**src/rtl/nibble_serial_add_ctrl_pkg.sv**
```systemverilog
// Shared definitions for the nibble-serial adder controller: FSM encoding
// and the width of one adder slice.
package nibble_serial_add_ctrl_pkg;

    localparam int NIB_W = 4;

    typedef enum logic [1:0] {
        ST_IDLE = 2'd0,
        ST_RUN  = 2'd1,
        ST_DONE = 2'd2
    } state_e;

endpackage

```
**src/rtl/nibble_serial_add_ctrl_adder.sv**
```systemverilog
// Purely combinational 4-bit full adder, shared by every nibble position.
module nibble_adder4
    import nibble_serial_add_ctrl_pkg::*;
(
    input  logic [NIB_W-1:0] a,
    input  logic [NIB_W-1:0] b,
    input  logic             cin,
    output logic [NIB_W-1:0] sum,
    output logic             cout
);

    assign {cout, sum} = {1'b0, a} + {1'b0, b} + {{NIB_W{1'b0}}, cin};

endmodule

```
**src/rtl/nibble_serial_add_ctrl.sv**
```systemverilog
// Sequences one 4-bit adder over NIBBLES nibbles, LSB nibble first, with the
// carry held in a register; valid/ready on both sides, result held until taken.
module nibble_serial_add_ctrl
    import nibble_serial_add_ctrl_pkg::*;
#(
    parameter int NIBBLES = 4
) (
    input  logic                   clk,
    input  logic                   rst_n,
    input  logic                   in_valid,
    output logic                   in_ready,
    input  logic [NIB_W*NIBBLES-1:0] in_a,
    input  logic [NIB_W*NIBBLES-1:0] in_b,
    input  logic                   in_cin,
    input  logic                   abort,
    output logic                   out_valid,
    input  logic                   out_ready,
    output logic [NIB_W*NIBBLES-1:0] out_sum,
    output logic                   out_cout,
    output logic                   out_ovf,
    output logic                   busy
);

    localparam int W     = NIB_W * NIBBLES;
    localparam int IDX_W = (NIBBLES > 1) ? $clog2(NIBBLES) : 1;
    localparam logic [IDX_W-1:0] LAST_IDX = IDX_W'(NIBBLES - 1);

    state_e             r_state;
    logic [IDX_W-1:0]   r_idx;
    logic               r_carry;
    logic [W-1:0]       r_a;
    logic [W-1:0]       r_b;
    logic [W-1:0]       r_sum;
    logic               r_ovf;
    logic               r_in_ready;
    logic               r_out_valid;
    logic               r_busy;

    logic [NIB_W-1:0]   w_nib_a;
    logic [NIB_W-1:0]   w_nib_b;
    logic [NIB_W-1:0]   w_nib_sum;
    logic               w_nib_cout;
    logic               w_c_msb;

    assign w_nib_a = r_a[r_idx*NIB_W +: NIB_W];
    assign w_nib_b = r_b[r_idx*NIB_W +: NIB_W];

    nibble_adder4 u_adder (
        .a    (w_nib_a),
        .b    (w_nib_b),
        .cin  (r_carry),
        .sum  (w_nib_sum),
        .cout (w_nib_cout)
    );

    // Carry into the top bit of the current nibble, recovered from its sum bit.
    assign w_c_msb = w_nib_sum[NIB_W-1] ^ w_nib_a[NIB_W-1] ^ w_nib_b[NIB_W-1];

    // Controller FSM; owns every register including the registered handshake outputs.
    always_ff @(posedge clk or negedge rst_n) begin
        if (!rst_n) begin
            r_state     <= ST_IDLE;
            r_idx       <= '0;
            r_carry     <= 1'b0;
            r_a         <= '0;
            r_b         <= '0;
            r_sum       <= '0;
            r_ovf       <= 1'b0;
            r_in_ready  <= 1'b1;
            r_out_valid <= 1'b0;
            r_busy      <= 1'b0;
        end else begin
            case (r_state)
                ST_IDLE: begin
                    if (in_valid) begin
                        r_a        <= in_a;
                        r_b        <= in_b;
                        r_carry    <= in_cin;
                        r_idx      <= '0;
                        r_state    <= ST_RUN;
                        r_in_ready <= 1'b0;
                        r_busy     <= 1'b1;
                    end
                end
                ST_RUN: begin
                    if (abort) begin
                        r_state    <= ST_IDLE;
                        r_in_ready <= 1'b1;
                        r_busy     <= 1'b0;
                    end else begin
                        r_sum[r_idx*NIB_W +: NIB_W] <= w_nib_sum;
                        r_carry <= w_nib_cout;
                        r_idx   <= r_idx + 1'b1;
                        if (r_idx == LAST_IDX) begin
                            r_ovf       <= w_c_msb ^ w_nib_cout;
                            r_state     <= ST_DONE;
                            r_busy      <= 1'b0;
                            r_out_valid <= 1'b1;
                        end
                    end
                end
                ST_DONE: begin
                    if (out_ready) begin
                        r_state     <= ST_IDLE;
                        r_out_valid <= 1'b0;
                        r_in_ready  <= 1'b1;
                    end
                end
                default: begin
                    r_state     <= ST_IDLE;
                    r_in_ready  <= 1'b1;
                    r_out_valid <= 1'b0;
                    r_busy      <= 1'b0;
                end
            endcase
        end
    end

    assign in_ready  = r_in_ready;
    assign out_valid = r_out_valid;
    assign busy      = r_busy;
    assign out_sum   = r_sum;
    assign out_cout  = r_carry;
    assign out_ovf   = r_ovf;

endmodule

```
**config.mk**
```make
export PLATFORM = sky130hd
export DESIGN_NAME = nibble_serial_add_ctrl
export DESIGN_NICKNAME = d
export VERILOG_FILES = /design/src/rtl/nibble_serial_add_ctrl_pkg.sv /design/src/rtl/nibble_serial_add_ctrl_adder.sv /design/src/rtl/nibble_serial_add_ctrl.sv
export SDC_FILE = /design/constraint.sdc
export NUM_CORES = 1
export LEC_CHECK = 0
export BUFFER_PORTS_ARGS = -buffer_cell sky130_fd_sc_hd__clkbuf_2
export CAP_MARGIN = 20
export CORE_ASPECT_RATIO = 1.75
export CORE_MARGIN = 2
export CORE_UTILIZATION = 56
export CTS_BUF_LIST = sky130_fd_sc_hd__clkbuf_4
export DETAILED_ROUTE_END_ITERATION = 12
export PLACE_DENSITY = 0.82
export SLEW_MARGIN = 20
export SYNTH_ARGS = -nofsm -noshare
export SYNTH_HDL_FRONTEND = slang
export SYNTH_SLANG_ARGS = --single-unit
```
**constraint.sdc**
```tcl
create_clock -name clk -period 4.8 [get_ports clk]
set_input_delay 0.96 -clock clk [delete_from_list [all_inputs] [get_ports clk]]
set_output_delay 0.96 -clock clk [all_outputs]
set_load 0.005 [all_outputs]
```
# == Word level (Yosys, flattened, before mapping) ==
# Cells that the tools add are included.
# word_totals
in_bits,38
register_bits,57
mem_count,0
ramBits,0
output_inout_bits,21
rom_bits,0
latchBits,0
word_cells,67
# op_classes
n_div,0
n_bitwise,6
multipliers,0
n_lt_le_gt_ge,0
muxes,24
n_addsub,4
reduce_logical,10
eq_ne,9
n_shift,4
# ops
operator,count
$neg 4->34,1
$shift 4x34->16 const A,1
$shiftx 4x34->16,1
$shiftx 16x5->4,2
$bwmux 16,1
$reduce_and 3->1,5
$mux 2,6
$mux 1,11
$ne 2x2->1 const B,5
$pmux 1 s3,3
$pmux 2 s3,1
$add 4x4->5,1
$add 5x1->5,1
$eq 2x2->1 const B,2
$pmux 2 s2,1
$reduce_and 2->1,2
$reduce_and 4->1,1
$ne 3x3->1 const B,1
$not 1->1,3
$xor 1x1->1,3
$add 2x1->2 const B,1
$eq 2x1->1 const B,1
$logic_not 2->1,1
$pmux 1 s2,1
$reduce_bool 2->1,1

# == Logic depth before layout (Yosys ltp) ==
# Gate-level depths: netlist (run 1).
# depth
ltp_word,6
ltp_mapped,9
depth_no_buf,8

# == Hierarchy ==
# From an unflattened synthesis (run 1), not the netlist that was laid out.
# hier_totals
cells_unflattened,201
hier_area_um2,2722.6
# by_module_without_submodules
mod,n_inst,cells_per_inst,area_each_um2,seq_area_each_um2
nibble_serial_add_ctrl,1,185,2578.7,1427.6
nibble_adder4,1,16,143.9,0.0

# == Least setup slack after synthesis (run 1) ==
# No wires, ideal clock.
# synth_path
path_kind,flip-flop to flip-flop
startpoint,register r_idx[0]
endpoint,register r_ovf (netlist: out_ovf)
path_stages_with_launch,10
n_path_buf,1
required_ps,4675
path_slack_ps,1396
arrival_ps,3279
setup_ps,125
period_less_slack_ps,3404
cell_sequence,dfrtp_1 -> buf_1 -> mux4_2 -> fa_1 -> fa_1 -> a21o_1 -> a21oi_1 -> xnor3_1 -> xnor2_1 -> mux2_2
# synth_between
elab_chain_len,6
elab_cells_between_ends,9
cone_classes,add/sub (2); eq/ne (1); shift (2); bitwise (3); reduce/logical (1)
# synth_rtl
item,line,source
from (decl),nibble_serial_add_ctrl.sv:29,logic [IDX_W-1:0] r_idx;
from (signal assigned),nibble_serial_add_ctrl.sv:93,r_idx <= r_idx + 1'b1;
"$shiftx 16x5->4, on equally long branches","nibble_serial_add_ctrl.sv:45, nibble_serial_add_ctrl.sv:46",
$add 4x4->5,nibble_serial_add_ctrl_adder.sv:12,"assign {cout, sum} = {1'b0, a} + {1'b0, b} + {{NIB_W{1'b0}}, cin};"
$add 5x1->5,nibble_serial_add_ctrl_adder.sv:12,
$xor 1x1->1 (2 in series),nibble_serial_add_ctrl.sv:57,assign w_c_msb = w_nib_sum[NIB_W-1] ^ w_nib_a[NIB_W-1] ^ w_nib_b[NIB_W-1];
$xor 1x1->1,nibble_serial_add_ctrl.sv:95,r_ovf <= w_c_msb ^ w_nib_cout;
to (signal assigned),nibble_serial_add_ctrl.sv:95,
to (decl),nibble_serial_add_ctrl.sv:34,logic r_ovf;
# Parallel ways exist; a longest one is shown, timed or not.
# A chain may end at the register's enable or synchronous reset.

# == Worst setup path in the final report (run 1) ==
# Ends and elaborated chain as after synthesis.

==> flow_results.xml, run 1 <==
<?xml version="1.0" encoding="UTF-8"?>
<metrics>
  <group name="run_status">
    <metric name="run_status" unit="">finished clean</metric>
  </group>
  <group name="pwr">
    <metric name="seq_power_share" unit="%">35.9</metric>
    <metric name="total_leakage_power" unit="uW">0.00150</metric>
    <metric name="p_int" unit="uW">1390</metric>
    <metric name="power_density" unit="nW/um^2">676</metric>
    <metric name="power.switching_fraction" unit="%">35.8</metric>
    <metric name="clock_power_share" unit="%">20.1</metric>
    <metric name="total_power" unit="uW">2160</metric>
    <metric name="comb_power_share" unit="%">43.9</metric>
    <metric name="worst_ir_drop_vdd" unit="V">0.000629</metric>
    <metric name="power.switching" unit="uW">774</metric>
  </group>
  <group name="clocking">
    <metric name="cts.clk_slew.worst_paths" unit="ns">0.10</metric>
    <metric name="cts-htree-levels" unit="">3</metric>
    <metric name="cts_root_buffer" unit="">clkbuf_4</metric>
    <metric name="tritoncts" unit="">built</metric>
    <metric name="worstSkewPairLatency" unit="ns">0.41</metric>
    <metric name="cts.repair_timing.setup_buffer_count" unit="">0</metric>
    <metric name="cts-hold-fix-buffers" unit="">0</metric>
    <metric name="clock_path_buffers" unit="">2</metric>
    <metric name="ctsResizeCount" unit="">0</metric>
    <metric name="tritoncts_num_sinks" unit="">57</metric>
    <metric name="numCtsBuffers" unit="">9</metric>
  </group>
  <group name="finish">
    <metric name="nets" unit="">326</metric>
    <metric name="post-route-cell-area" unit="um^2">3200</metric>
    <metric name="final_layout_size_suffix_gt1_share" unit="%">42.2</metric>
    <metric name="utilization_after_layout" unit="%">68.6</metric>
    <metric name="layout_area_growth_over_synthesis" unit="%">19.0</metric>
    <metric name="insertedDiodeCount" unit="">0</metric>
  </group>
  <group name="worst_setup_path">
    <metric name="worst_path_largest_cell_delay" unit="ns">0.83</metric>
    <metric name="crit_type" unit="">register to register</metric>
    <metric name="rrSetupSlack" unit="ns">1.32</metric>
    <metric name="cp_max_fo" unit="">17</metric>
    <metric name="start_kind" unit="">register</metric>
    <metric name="worstRegToRegCells" unit="">8</metric>
    <metric name="r2r-end" unit="">out_ovf$_DFFE_PN0P_</metric>
    <metric name="path_common_cell" unit="">fa_1</metric>
    <metric name="regToRegStartpoint" unit="">r_idx[0]$_DFFE_PN0P_</metric>
    <metric name="endpoint_kind" unit="">register</metric>
    <metric name="req_time_crit_path" unit="ns">5.10</metric>
    <metric name="critical-path-slowest-cell" unit="">dfrtp_1</metric>
    <metric name="timing.critical_path.cells" unit="">mux4_2 -&gt; fa_1 -&gt; fa_1 -&gt; a21o_1 -&gt; a21oi_1 -&gt; xnor3_1 -&gt; xnor2_1 -&gt; mux2_2</metric>
    <metric name="worst-endpoint-arrival" unit="ns">3.78</metric>
  </group>
  <group name="floorplanning">
    <metric name="die_x" unit="um">56.4</metric>
    <metric name="io_pins" unit="">59</metric>
    <metric name="dieArea" unit="um^2">5400</metric>
    <metric name="placement_rows" unit="">33</metric>
    <metric name="initial_core_utilization" unit="%">57.7</metric>
    <metric name="placeableCoreArea" unit="um^2">4670</metric>
    <metric name="die_h" unit="um">95.7</metric>
  </group>
  <group name="sta">
    <metric name="skew" unit="ns">0.0164</metric>
    <metric name="setup_viol" unit="">0</metric>
    <metric name="final_clock_period_utilization_by_the_worst_path" unit="%">72.5</metric>
    <metric name="rsz0062_at_grt" unit="">no</metric>
    <metric name="report.final.hold_viol_count" unit="">0</metric>
    <metric name="fin_crit" unit="ns">3.48</metric>
    <metric name="report.final.slew_viol_count" unit="">0</metric>
    <metric name="tightest_slew" unit="ns">0.732</metric>
    <metric name="setup_tns" unit="ns">0</metric>
    <metric name="finalHoldWorstSlack" unit="ns">0.485</metric>
    <metric name="achievable-frequency" unit="MHz">287</metric>
    <metric name="maxSlewHeadroom" unit="%">51.2</metric>
  </group>
  <group name="yosys">
    <metric name="ys_dominant_reg_cell" unit="">dfrtp_1</metric>
    <metric name="post-synth-top-count-cell" unit="">dfrtp_1</metric>
    <metric name="netlist.area_leader.share" unit="%">52.1</metric>
    <metric name="mappedNetlistNets" unit="">263</metric>
    <metric name="yosysWarningCount" unit="">0</metric>
    <metric name="synth_cell_types" unit="">32</metric>
    <metric name="post_synth_instance_area" unit="um^2">2690</metric>
    <metric name="synth_cells" unit="">214</metric>
    <metric name="synth-seq-area-share" unit="%">53.1</metric>
    <metric name="most_used_standard_cells_in_the_synthesized_netlist" unit="">dfrtp_1, nand2_1, mux2_2</metric>
    <metric name="top_area_cells_in_the_synthesized_netlist" unit="">dfrtp_1, mux2_2, mux4_2</metric>
    <metric name="synth_edf_count" unit="">0</metric>
    <metric name="synth_top_cell_by_area" unit="">dfrtp_1</metric>
    <metric name="ys_async_sr_fraction" unit="%">100</metric>
    <metric name="yosys_register_bits" unit="">57</metric>
    <metric name="synth.avg_cell_area" unit="um^2">12.6</metric>
  </group>
  <group name="grt">
    <metric name="grt_pass1_wl" unit="um">8870</metric>
    <metric name="grt_usage" unit="%">22.4</metric>
    <metric name="grt_max_degree" unit="">58</metric>
    <metric name="grt_pass1_vias" unit="">1931</metric>
    <metric name="antenna_violations_before_repair" unit="">0</metric>
    <metric name="grt_remaining_overflow" unit="">0</metric>
  </group>
  <group name="routing">
    <metric name="finalWirelength" unit="um">5210</metric>
    <metric name="vias_per_cell" unit="">5.54</metric>
    <metric name="number_of_drc_violations_after_detailed_routing_iteration_0" unit="">36</metric>
    <metric name="detailedRoute.firstPassIterationCount" unit="">4</metric>
    <metric name="drc_errors" unit="">0</metric>
    <metric name="postRouteAntennaNets" unit="">0</metric>
    <metric name="number_of_vias_in_the_routed_layout" unit="">1851</metric>
    <metric name="routedWlPerCell" unit="um">15.6</metric>
  </group>
  <group name="min_path">
    <metric name="whs_path_depth" unit="">2</metric>
    <metric name="min_from" unit="">out_sum[0]$_DFFE_PN0P_</metric>
    <metric name="worst_hold_path_type" unit="">register to register</metric>
    <metric name="whs_endpoint" unit="">out_sum[0]$_DFFE_PN0P_</metric>
  </group>
  <group name="placement">
    <metric name="place.gp.congestion" unit="">0.794</metric>
    <metric name="placement.io_buffers" unit="">58</metric>
    <metric name="place_hpwl" unit="um">3780</metric>
    <metric name="placed_area" unit="um^2">3020</metric>
  </group>
  <group name="flow_run">
    <metric name="drv_cap" unit="">0</metric>
  </group>
</metrics>
==> layer usage <==
metal  share of wire (%)  up-vias  wire [um]  global-route usage [%]
met5                   0        -          0                       0
met4                 4.0        0        206                    16.1
met3                 3.3       14        172                    3.26
met2                  56       46       2930                    39.7
met1                  37      899       1900                    24.1
li1                    -      892          -                       -
==> registers in the layout (all words and copies together), names as in the netlist <==
| name | cells |
|---|---|
| r_a | 16 |
| in_ready | 1 |
| busy | 1 |
| out_cout | 1 |
| r_b | 16 |
| out_ovf | 1 |
| r_state | 2 |
| out_sum | 16 |
| r_idx | 2 |
| out_valid | 1 |
==> kinds of logic (layout without fill, tap and decap cells) <==
| family | Yosys count | in the layout | share of synthesized area (%) |
|---|---|---|---|
| flip-flops | 57 | 57 | 53.1 |
| buffers and inverters | 14 | 82 | 2.19 |
| adder cells (fa/ha/maj) | 11 | 11 | 5.67 |
| AO/OA/AOI/OAI | 33 | 33 | 7.30 |
| AND/OR/NAND/NOR | 53 | 53 | 8.60 |
| multiplexers | 42 | 42 | 21.1 |
| XOR/XNOR | 4 | 4 | 2.09 |
==> worst max-delay path, delay by kind of cell, from the launching register on <==
| family | cells | cell delay, ns |
|---|---|---|
| AOI/OAI and AO/OA | 2 | 0.42 |
| adders and majority gates | 2 | 0.86 |
| DFF | 1 | 0.83 |
| xor gates and xnor gates | 2 | 0.39 |
| muxes | 2 | 0.87 |
==> area by class of cell <==
type / instances / area [um^2]
clock inverter: 7 / 109
clock buffer: 9 / 67.6
inverter: 6 / 22.5
sequential: 57 / 1430
fill: 368 / 1470
tap: 52 / 65.1
timing repair buffer: 60 / 305
multi-input combinational: 143 / 1200
==> worst max-delay path by stage <==
stage,startpoint,end,slack [ns],cells after the start
after CTS,r_idx[0]$_DFFE_PN0P_,out_ovf$_DFFE_PN0P_,1.32,8
after global routing,r_idx[0]$_DFFE_PN0P_,out_ovf$_DFFE_PN0P_,1.14,8
after detailed placement,r_idx[0]$_DFFE_PN0P_,out_ovf$_DFFE_PN0P_,1.34,8
after floorplan,r_idx[0]$_DFFE_PN0P_,out_ovf$_DFFE_PN0P_,1.40,9
final,r_idx[0]$_DFFE_PN0P_,out_ovf$_DFFE_PN0P_,1.32,8
after global placement,r_idx[0]$_DFFE_PN0P_,out_ovf$_DFFE_PN0P_,1.39,8
==> through the flow <==
step / worst slack, ns / std cells
finish: 1.32 / 334
global route: 1.14 / 334
CTS: 1.32 / 334
detailed placement: 1.34 / 318
global placement: 1.39 / 318
floorplan: 1.40 / 214
==> layout by cell type (no fill, tap or decap), drive strengths merged, types with 3 or more instances in the layout <==
master   n
o31ai    8
inv      6
or3      3
o21ai   13
mux4     8
nor2     4
nor3     6
clkbuf  67
mux2    34
clkinv   4
dfrtp   56
ha       9
nand2   34
a21oi    7
bufinv   3
==> power groups by stage <==
stage               sequential [uW]  clock [uW]  combinational, uW
floorplan                       727           0                753
global placement                781           0                928
detailed placement              789           0                954
CTS                             779         443                959
global route                    801         465               1050
finish                          776         435                950
Note: power is estimated with default switching activity, not from simulation.
==> run 2: changes to the inputs <==
Settings changed: ABC_AREA set to 1, CORE_UTILIZATION 56 to 51, PLACE_DENSITY 0.82 to 0.78.
Clock period 4.8 ns to 3 ns, I/O delays scaled along.
==> run 2 against run 1 <==
Via count is 33% higher; fmax is 38% higher; die area grew 18%; largest power group unchanged.
==> flow_results.xml, run 2 <==
<?xml version="1.0" encoding="UTF-8"?>
<metrics>
  <group name="worst_setup_path">
    <metric name="crit_type" unit="">register to register</metric>
    <metric name="start_kind" unit="">register</metric>
    <metric name="endpoint_kind" unit="">register</metric>
    <metric name="req_time_crit_path" unit="ns">3.31</metric>
    <metric name="worst-endpoint-arrival" unit="ns">2.83</metric>
    <metric name="critical_path.startpoint" unit="">r_idx[0]$_DFFE_PN0P_</metric>
    <metric name="regToRegStartpoint" unit="">r_idx[0]$_DFFE_PN0P_</metric>
    <metric name="cp_max_fo" unit="">21</metric>
  </group>
  <group name="sta">
    <metric name="rsz0062_at_grt" unit="">no</metric>
    <metric name="maxSlewHeadroom" unit="%">53.6</metric>
    <metric name="achievable-frequency" unit="MHz">396</metric>
    <metric name="report.final.slew_viol_count" unit="">0</metric>
    <metric name="skew" unit="ns">0.00708</metric>
    <metric name="setup_viol" unit="">0</metric>
    <metric name="final_clock_period_utilization_by_the_worst_path" unit="%">84.2</metric>
    <metric name="fin_crit" unit="ns">2.53</metric>
    <metric name="report.final.hold_viol_count" unit="">0</metric>
    <metric name="tightest_slew" unit="ns">0.696</metric>
    <metric name="setup_tns" unit="ns">0</metric>
  </group>
  <group name="floorplanning">
    <metric name="io_pins" unit="">59</metric>
    <metric name="initial_core_utilization" unit="%">52.7</metric>
    <metric name="dieArea" unit="um^2">6370</metric>
    <metric name="die_x" unit="um">61.2</metric>
    <metric name="placement_rows" unit="">36</metric>
    <metric name="placeableCoreArea" unit="um^2">5540</metric>
    <metric name="die_h" unit="um">104</metric>
  </group>
  <group name="clocking">
    <metric name="cts.clk_slew.worst_paths" unit="ns">0.08</metric>
    <metric name="cts_root_buffer" unit="">clkbuf_4</metric>
    <metric name="tritoncts_num_sinks" unit="">57</metric>
    <metric name="cts.repair_timing.setup_buffer_count" unit="">0</metric>
    <metric name="ctsResizeCount" unit="">0</metric>
    <metric name="numCtsBuffers" unit="">9</metric>
    <metric name="cts-htree-levels" unit="">3</metric>
    <metric name="cts-hold-fix-buffers" unit="">0</metric>
    <metric name="tritoncts" unit="">built</metric>
    <metric name="clock_path_buffers" unit="">2</metric>
    <metric name="worstSkewPairLatency" unit="ns">0.41</metric>
  </group>
  <group name="grt">
    <metric name="grt_max_degree" unit="">58</metric>
    <metric name="grt_remaining_overflow" unit="">0</metric>
    <metric name="antenna_violations_before_repair" unit="">0</metric>
    <metric name="grt_usage" unit="%">22.8</metric>
    <metric name="grt_pass1_wl" unit="um">10800</metric>
    <metric name="grt_pass1_vias" unit="">2505</metric>
  </group>
  <group name="placement">
    <metric name="place.gp.congestion" unit="">0.932</metric>
    <metric name="placement.io_buffers" unit="">58</metric>
    <metric name="place_hpwl" unit="um">4720</metric>
  </group>
  <group name="pwr">
    <metric name="total_leakage_power" unit="uW">0.00187</metric>
    <metric name="total_power" unit="uW">3400</metric>
    <metric name="seq_power_share" unit="%">35.8</metric>
    <metric name="power_density" unit="nW/um^2">1010</metric>
    <metric name="power.switching_fraction" unit="%">45.6</metric>
    <metric name="clock_power_share" unit="%">12.3</metric>
    <metric name="power.switching" unit="uW">1550</metric>
    <metric name="worst_ir_drop_vdd" unit="V">0.000534</metric>
    <metric name="comb_power_share" unit="%">51.9</metric>
    <metric name="p_int" unit="uW">1850</metric>
  </group>
  <group name="flow_run">
    <metric name="drv_cap" unit="">0</metric>
  </group>
  <group name="yosys">
    <metric name="ys_dominant_reg_cell" unit="">dfrtp_1</metric>
    <metric name="synth_cells" unit="">360</metric>
    <metric name="yosysWarningCount" unit="">0</metric>
    <metric name="synth_edf_count" unit="">0</metric>
    <metric name="most_used_standard_cells_in_the_synthesized_netlist" unit="">nand2_1, dfrtp_1, o21ai_0</metric>
    <metric name="ys_async_sr_fraction" unit="%">100</metric>
    <metric name="post_synth_instance_area" unit="um^2">2920</metric>
    <metric name="mappedNetlistNets" unit="">409</metric>
    <metric name="top_area_cells_in_the_synthesized_netlist" unit="">dfrtp_1, nand2_1, o21ai_0</metric>
    <metric name="synth.avg_cell_area" unit="um^2">8.11</metric>
    <metric name="post-synth-top-count-cell" unit="">nand2_1</metric>
    <metric name="synth_top_cell_by_area" unit="">dfrtp_1</metric>
    <metric name="netlist.area_leader.share" unit="%">48.0</metric>
    <metric name="yosys_register_bits" unit="">57</metric>
    <metric name="synth-seq-area-share" unit="%">48.9</metric>
    <metric name="synth_cell_types" unit="">29</metric>
  </group>
  <group name="routing">
    <metric name="number_of_vias_in_the_routed_layout" unit="">2463</metric>
    <metric name="finalWirelength" unit="um">6090</metric>
    <metric name="routedWlPerCell" unit="um">12.2</metric>
    <metric name="drc_errors" unit="">0</metric>
    <metric name="number_of_drc_violations_after_detailed_routing_iteration_0" unit="">72</metric>
    <metric name="vias_per_cell" unit="">4.94</metric>
    <metric name="detailedRoute.firstPassIterationCount" unit="">4</metric>
    <metric name="postRouteAntennaNets" unit="">0</metric>
  </group>
  <group name="finish">
    <metric name="final_common_cell" unit="">nand2_1</metric>
    <metric name="insertedDiodeCount" unit="">0</metric>
    <metric name="layout_area_growth_over_synthesis" unit="%">15.0</metric>
    <metric name="utilization_after_layout" unit="%">60.6</metric>
    <metric name="top_library_cells_by_usage_in_the_layout_fill_and_taps_aside" unit="">nand2_1, clkbuf_2, dfrtp_1, o21ai_0, nand3_1</metric>
    <metric name="nets" unit="">470</metric>
    <metric name="filler_cell_count" unit="">551</metric>
    <metric name="final_layout_size_suffix_gt1_share" unit="%">22.9</metric>
  </group>
  <group name="min_path">
    <metric name="worst_hold_path_type" unit="">input pin to async pin</metric>
  </group>
  <group name="run_status">
    <metric name="run_status" unit="">finished clean</metric>
  </group>
</metrics>
==> run 2: changes by cell type after synthesis, sizes merged, moves of 5 or more <==
cell	delta
o21ai	+26
nand2	+126
mux4	-8
nand3	+17
inv	+17
o31ai	-5
nor2	+17
mux2	-34
o22ai	+5
==> run 2: layer usage <==
layer | wire [um] | GRT usage [%]
met5 | 0 | 0
met2 | 3420 | 39.6
met4 | 161 | 10.4
met1 | 2290 | 24.3
met3 | 221 | 5.72
==> run 2: path summary, 6_finish.rpt <==
kind / endpoint / slack [ns] / depth (start not counted)
min in group clk: r_a[5]$_DFFE_PN0P_ / 0.38 / 3
max reg2reg: out_ovf$_DFFE_PN0P_ / 0.47 / 11
max in group asynchronous: out_sum[0]$_DFFE_PN0P_ / 2.21 / 2
min reg2reg: r_a[4]$_DFFE_PN0P_ / 0.48 / 2
max: out_ovf$_DFFE_PN0P_ / 0.47 / 11
min: r_b[6]$_DFFE_PN0P_ / 0.32 / 2
==> run 2: layout make-up <==
cell class / count / area (um^2) / area share, %
Multi-Input combinational cell: 267 / 1330 / 39.5
Sequential cell: 57 / 1430 / 42.5
Tap cell: 76 / 95.1 / 2.83
Clock buffer: 11 / 82.6 / 2.46
Inverter: 24 / 95.1 / 2.83
Timing Repair Buffer: 62 / 320 / 9.54
Clock inverter: 2 / 8.76 / 0.261
==> run 2: power by group through the flow <==
stage               clock network (uW)  logic [uW]  registers, uW
floorplan                            0        1330           1190
global placement                     0        1710           1230
detailed placement                   0        1780           1230
CTS                                435        1790           1220
global route                       473        2080           1250
finish                             420        1770           1220
==> run 2: kinds of logic after synthesis <==
kind of cell	count (synthesis)	share of synthesized area [%]
AO/OA/AOI/OAI	51	10.0
AND/OR/NAND/NOR	204	29.9
XOR/XNOR	1	0.300
adder cells (fa/ha/maj)	11	5.23
buffers and inverters	36	5.61
flip-flops	57	48.9
==> run 2: critical path, cell delays in order (launching register included) <==
cell and delay (ns):
dfrtp_1 0.45, buf_4 0.23, o21ai_0 0.18, o22ai_1 0.12, fa_1 0.44, fa_1 0.45, a21oi_1 0.18, nand3_1 0.11
nand2_1 0.08, nand2_1 0.05, nand3_1 0.07, nand2_1 0.05
==> run 2: stage by stage <==
step / cells / cell area, um^2 / setup slack, ns / hold WS (ns)
2_1_floorplan: 360 / 2920 / 0.628 / 0.304
6_report: 499 / 3360 / 0.474 / 0.315
4_1_cts: 499 / 3360 / 0.472 / 0.328
3_3_place_gp: 486 / 3270 / 0.591 / 0.458
3_5_place_dp: 486 / 3270 / 0.488 / 0.462
5_1_grt: 499 / 3360 / 0.257 / 0.366
